<file path="config.mk">
export PLATFORM = sky130hd
export DESIGN_NAME = updown_mod_counter
export DESIGN_NICKNAME = d
export VERILOG_FILES = /design/src/rtl/updown_mod_counter.sv
export SDC_FILE = /design/constraint.sdc
export NUM_CORES = 1
export LEC_CHECK = 0
export BUFFER_PORTS_ARGS = -buffer_cell sky130_fd_sc_hd__buf_2
export CORE_UTILIZATION = 30
export CTS_BUF_LIST = sky130_fd_sc_hd__clkbuf_4
export CTS_CLUSTER_SIZE = 25
export DETAILED_ROUTE_END_ITERATION = 12
export MAX_ROUTING_LAYER = met4
export PLACE_DENSITY = 0.61
export SETUP_SLACK_MARGIN = 0.2
export SLEW_MARGIN = 20
export SYNTH_ARGS = -nofsm -noshare
export SYNTH_HDL_FRONTEND = slang
export SYNTH_SLANG_ARGS = --single-unit
export TNS_END_PERCENT = 5
</file>
<file path="constraint.sdc">
create_clock -name clk -period 3.2 [get_ports clk]
set_clock_uncertainty 0.15 [all_clocks]
set_input_delay 0.32 -clock clk [delete_from_list [all_inputs] [get_ports clk]]
set_output_delay 0.32 -clock clk [all_outputs]
set_load 0.01 [all_outputs]
</file>
<file path="src/rtl/updown_mod_counter.sv">
// Parametrised up/down modulo counter with load, wrap/saturate modes,
// a terminal-count pulse and a sticky overflow flag.
module updown_mod_counter #(
    parameter int WIDTH     = 4,
    parameter int MAX_VAL   = (1 << WIDTH) - 1,
    parameter int RESET_VAL = 0
) (
    input  logic             clk,
    input  logic             reset,
    input  logic             en,
    input  logic             dir,
    input  logic             sat,
    input  logic             load,
    input  logic [WIDTH-1:0] load_val,
    input  logic             clr_ovf,
    output logic [WIDTH-1:0] counter,
    output logic             tc,
    output logic             ovf
);

    localparam logic [WIDTH:0]   MAX_EXT = (WIDTH + 1)'(MAX_VAL);
    localparam logic [WIDTH-1:0] MAX_CNT = WIDTH'(MAX_VAL);
    localparam logic [WIDTH-1:0] RST_CNT = WIDTH'(RESET_VAL);

    logic [WIDTH:0]   count_ext;
    logic [WIDTH:0]   load_ext;
    logic [WIDTH:0]   step_ext;
    logic             past_edge;
    logic             boundary;
    logic [WIDTH-1:0] next_counter;

    assign count_ext = {1'b0, counter};
    assign load_ext  = {1'b0, load_val};

    // The extra bit exposes both the step past MAX_VAL and the borrow below 0.
    always_comb begin
        if (dir) begin
            step_ext  = count_ext + (WIDTH + 1)'(1);
            past_edge = (step_ext > MAX_EXT);
        end else begin
            step_ext  = count_ext - (WIDTH + 1)'(1);
            past_edge = step_ext[WIDTH];
        end
    end

    assign boundary = !load && en && past_edge;

    always_comb begin
        next_counter = counter;
        if (load) begin
            next_counter = (load_ext > MAX_EXT) ? MAX_CNT : load_val;
        end else if (en) begin
            if (!past_edge)
                next_counter = step_ext[WIDTH-1:0];
            else if (sat)
                next_counter = dir ? MAX_CNT : '0;
            else
                next_counter = dir ? '0 : MAX_CNT;
        end
    end

    always_ff @(posedge clk or negedge reset) begin
        if (!reset) begin
            counter <= RST_CNT;
            tc      <= 1'b0;
            ovf     <= 1'b0;
        end else begin
            counter <= next_counter;
            tc      <= boundary;
            ovf     <= boundary || (ovf && !clr_ovf);
        end
    end

endmodule

</file>
# Word-level counts from Yosys, hierarchy flattened
# Index checks and enable logic that the tools add are counted.
[totals]
register_bits = 6
inputBits = 11
output_inout_bits = 6
word_cells = 23
[op_classes]
addsub = 2
n_lt_le_gt_ge = 2
muxes = 9
n_reduce_logical = 7
[op_table]
columns = ["operator", "count"]
rows = [
  ["$mux W4", 8],
  ["$add A4 B1 Y5 const B", 1],
  ["$gt A5 B4 Y1 const B", 1],
  ["$sub A4 B1 Y5 const B", 1],
  ["$gt A4 B4 Y1 const B", 1],
  ["$logic_and A1 B1 Y1", 3],
  ["$logic_not A1 Y1", 2],
  ["$reduce_bool A2 Y1", 1],
  ["$logic_or A1 B1 Y1", 1],
  ["$mux W1", 1],
]

# Logic depth before layout (Yosys ltp)
[logic_depth]
word_depth = 6
depth_mapped = 7
ltp_nobuf = 7

# Worst setup path after synthesis
# No wires, ideal clock.
[synth_timing]
path_kind = "flip-flop to flip-flop"
from = "reg counter[0]"
to = "reg counter[3]"
setup_time_ps = 92
arrival_time_ps = 2000
t_required_ps = 2958
slack_ps = 959
path_stages_with_launch = 8
n_path_buf = 0
synth_period_minus_slack_ps = 2241
path_cell_list = "dfrtp_1 > inv_1 > ha_1 > nor3b_1 > maj3_1 > and3_2 > o211a_1 > o31ai_2"
[synth_between]
elab_chain_cells = 6
word_cells_on_any_way = 8
classes_between = "add/sub: 2; order compare: 1; mux: 5"
[synth_rtl]
columns = ["item", "line_no", "rtl"]
rows = [
  ["start: declaration", "16", "output logic [WIDTH-1:0] counter,"],
  ["start signal: assignment", "68", "counter <= next_counter;"],
  ["$add A4 B1 Y5", "38", "step_ext = count_ext + (WIDTH + 1)'(1);"],
  ["$gt A5 B4 Y1", "39", "past_edge = (step_ext > MAX_EXT);"],
  ["$mux W1", "37", "if (dir) begin"],
  ["$mux W4 (*)", "53", "if (!past_edge)"],
  ["$mux W4 (*)", "52", "end else if (en) begin"],
  ["$mux W4 (*)", "50", "if (load) begin"],
]
# Mark *: on every way between the ends. The rest lies on a longest branch, timed or not. The select of a mux whose other input is x is not followed.
# A chain may end at the register's enable or synchronous reset.

# Worst setup path in the final report
# Same ends and word-level chain as after synthesis.

==> flow_metrics.tcl <==
set metrics [dict create \
    hpwl_microns 895 \
    clockPowerShare_pct 27.5 \
    synth_area_leaders "dfrtp_1 (29%), ha_1 (7.1%), nor3b_1 (5.7%)" \
    path_class "reg2reg" \
    rsz0062_at_grt "false" \
    timing.fmax_mhz 436 \
    swShare_pct 34.1 \
    internal_power_uw 169 \
    initial_utilization_pct 33.4 \
    antenna_left 0 \
    track_usage_pct 13.5 \
    cp-start-kind "flop" \
    power_density_mw_per_mm2 409 \
    synth_top_area_share_pct 28.5 \
    p_leak_uw 0.000310 \
    antenna_found_initial 0 \
    ctsResizeCount 0 \
    syn_area_per_cell_sq_um 9.08 \
    drive_above_1_share_pct 33.8 \
    gr-total-overflow 0 \
    critPathBufInv 1 \
    layout.cells.non_filler 90 \
    grt_max_degree 11 \
    first_iter_violations 10 \
    finalMaxSlewViolations 0 \
    die_y_microns 43.9 \
    tightestPinTransition_ns 0.327 \
    vias 489 \
    drt-met1-wl_microns 557 \
    status "completed" \
    cts-htree-levels 1 \
    routed-wl-met3_microns 69 \
    slowest_stage "dfrtp_1" \
    yosysWarningCount 0 \
    fill_cells 170 \
    fin_crit_ns 2.29 \
    synth_most_common_cell "dfrtp_1" \
    synth_nets 72 \
    synthCells 58 \
    p_switching_uw 87.4 \
    drc 0 \
    comb_power_share_pct 34.4 \
    seq_power_share_pct 38.1 \
    dieArea_sq_mm 0.00193 \
    grt_pass1_vias 417 \
    ctsLongestPathBuffers 2 \
    min_path_type "in2reg" \
    synth_area_leader_cell "dfrtp_1" \
    cts_tree "yes" \
    firstDrtPassIters 6 \
    slew_headroom_pct 78.2 \
    wl_per_cell_microns 12.6 \
    synth_edf_count 0 \
    wl_met2_microns 510 \
    hold_violations 0 \
    clk_root_buffer_cell "clkbuf_4" \
    top_layer_used "met3" \
    die_w_microns 43.9 \
    fp.coreArea_sq_mm 0.00158 \
    ioPinCount 17 \
    yosys-top-cells-count "dfrtp_1 (6), a21oi_1 (5), inv_1 (5)" \
    port_buffers 16 \
    period_share_pct 71.6 \
    endpoint_kind "flop" \
    clk_pin_slew_ns 0.05 \
    num_rows 14 \
    synth.cell_area_sq_um 527 \
    crit_chain "inv_1 > ha_1 > nor3b_1 > maj3_1 > and3_2 > o211a_1 > o31ai_2" \
    path_max_fanout 7 \
    max_stage_delay_ns 0.42 \
    crit_arrival_ns 2.29 \
    yosysSeqAreaShare_pct 28.5 \
    synth_seq_cells 6 \
    clock_sinks 6 \
    fin_setup_tns_ns 0 \
    via_per_inst 5.43 \
    synthArstFlopShare_pct 100 \
    cap_violations 0 \
    placed_cells 86 \
    post-route-util_pct 39.7 \
    synth_flop_cell "dfrtp_1" \
    critical-path-top-delay-family "adder cells" \
    grt_pass1_wl_microns 1850 \
    area_growth_pct 18.8 \
    cp.required_ns 3.20 \
    ys_types 30 \
    fin_nets 90 \
    insertion_delay_ns 0.24 \
    wl_microns 1140 \
    cts_made_buffers 3 \
    diodes 0 \
    gp_congestion 0.819 \
    ir_drop_mv 0.204 \
    setup_viol 0 \
]
per-layer routing:
metal / global-route usage (%) / vias to the layer above
li1: - / 253
met1: 17.9 / 218
met2: 20.3 / 18
met3: 5.00 / 0
met4: 1.82 / 0
met5: - / -
area by class of cell:
| class | count | area (sq um) | area share (%) |
|---|---|---|---|
| sequential | 6 | 150 | 24.0 |
| multi-input combinational | 43 | 324 | 51.8 |
| timing repair buffer | 17 | 90.1 | 14.4 |
| tap | 16 | 20.0 | 3.20 |
| clock buffer | 3 | 22.5 | 3.60 |
| inverter | 5 | 18.8 | 3.00 |
stage by stage:
stage                     hold slack [ns]  area [sq um]  setup WS [ns]  power, uW
final                               0.133           626          0.908        256
after global routing                0.140           626          0.791        276
after CTS                           0.124           626          0.906        260
after detailed placement          0.00527           593          0.927        185
after global placement            0.00677           593          0.961        184
after floorplan                    -0.126           527          0.959        163
registers in the layout, summed over array words and instances, names as in the netlist:
name,flops
counter,4
ovf,1
tc,1
final timing paths:
| path | startpoint | endpoint | slack, ns | cells past startpoint |
|---|---|---|---|---|
| worst min-delay path | load_val[0] | counter[0] | 0.13 | 3 |
| worst max register to register | counter[0] | counter[3] | 0.91 | 7 |
| max in group asynchronous | reset | tc | 2.47 | 2 |
| worst max-delay path | counter[0] | counter[3] | 0.91 | 7 |
| worst min register to register | ovf | ovf | 0.33 | 1 |
| min in group asynchronous | reset | counter[2] | 0.28 | 2 |
cell families (layout without fill, tap and decap cells):
group / Yosys count / after routing / share of synthesized area (%)
AOI/OAI and AO/OA: 19 / 19 / 26.1
and+or+nand+nor: 17 / 17 / 21.1
buffers and inverters: 9 / 25 / 9.98
DFF: 6 / 6 / 28.5
adders and majority gates: 4 / 4 / 9.03
xor gates and xnor gates: 2 / 2 / 3.33
muxes: 1 / 1 / 1.90
power by group through the flow:
stage / registers (uW) / clock network, uW / logic, uW
after floorplan: 94.8 / 0 / 68.0
after global placement: 98.2 / 0 / 85.7
after detailed placement: 98.7 / 0 / 86.7
after CTS: 97.5 / 74.9 / 88.1
after global routing: 98.9 / 78.8 / 98.1
final: 97.5 / 70.4 / 88.0
what timing repair did:
item,4_1_cts,5_1_grt
hold endpoints to repair,6,0
hold buffers,1,0
endpoints found under the setup margin,0,0
buffers inserted,0,0
layout by cell type, fill, tap and decap left out:
| cell type | n |
|---|---|
| ha_1 | 3 |
| nand4_1 | 1 |
| o211a_1 | 1 |
| and3_2 | 1 |
| nor2_1 | 2 |
| a41oi_1 | 1 |
| a21oi_1 | 5 |
| o21ai_1 | 2 |
| o311ai_0 | 1 |
| maj3_1 | 1 |
| inv_1 | 5 |
| o211a_2 | 1 |
| buf_2 | 16 |
| mux2i_1 | 1 |
| a211oi_1 | 2 |
| xnor2_1 | 2 |
| o31ai_1 | 2 |
| dfrtp_1 | 6 |
| nand2_1 | 3 |
| a31oi_1 | 1 |
| and2b_2 | 1 |
| a21o_1 | 1 |
| nor3b_1 | 4 |
| o31ai_2 | 1 |
| dlygate4sd3_1 | 1 |
| o221ai_1 | 1 |
| or2b_2 | 1 |
| or4_1 | 1 |
| clkbuf_4 | 3 |
| nand3_1 | 2 |
| or4b_4 | 1 |
worst min-delay path: cells and delay by family:
kind / cells / cell delay, ns
buf+inv: 1 / 0.08
simple gates: 1 / 0.04
compound gates: 1 / 0.05
No activity file was read; power rests on OpenSTA's default activity.
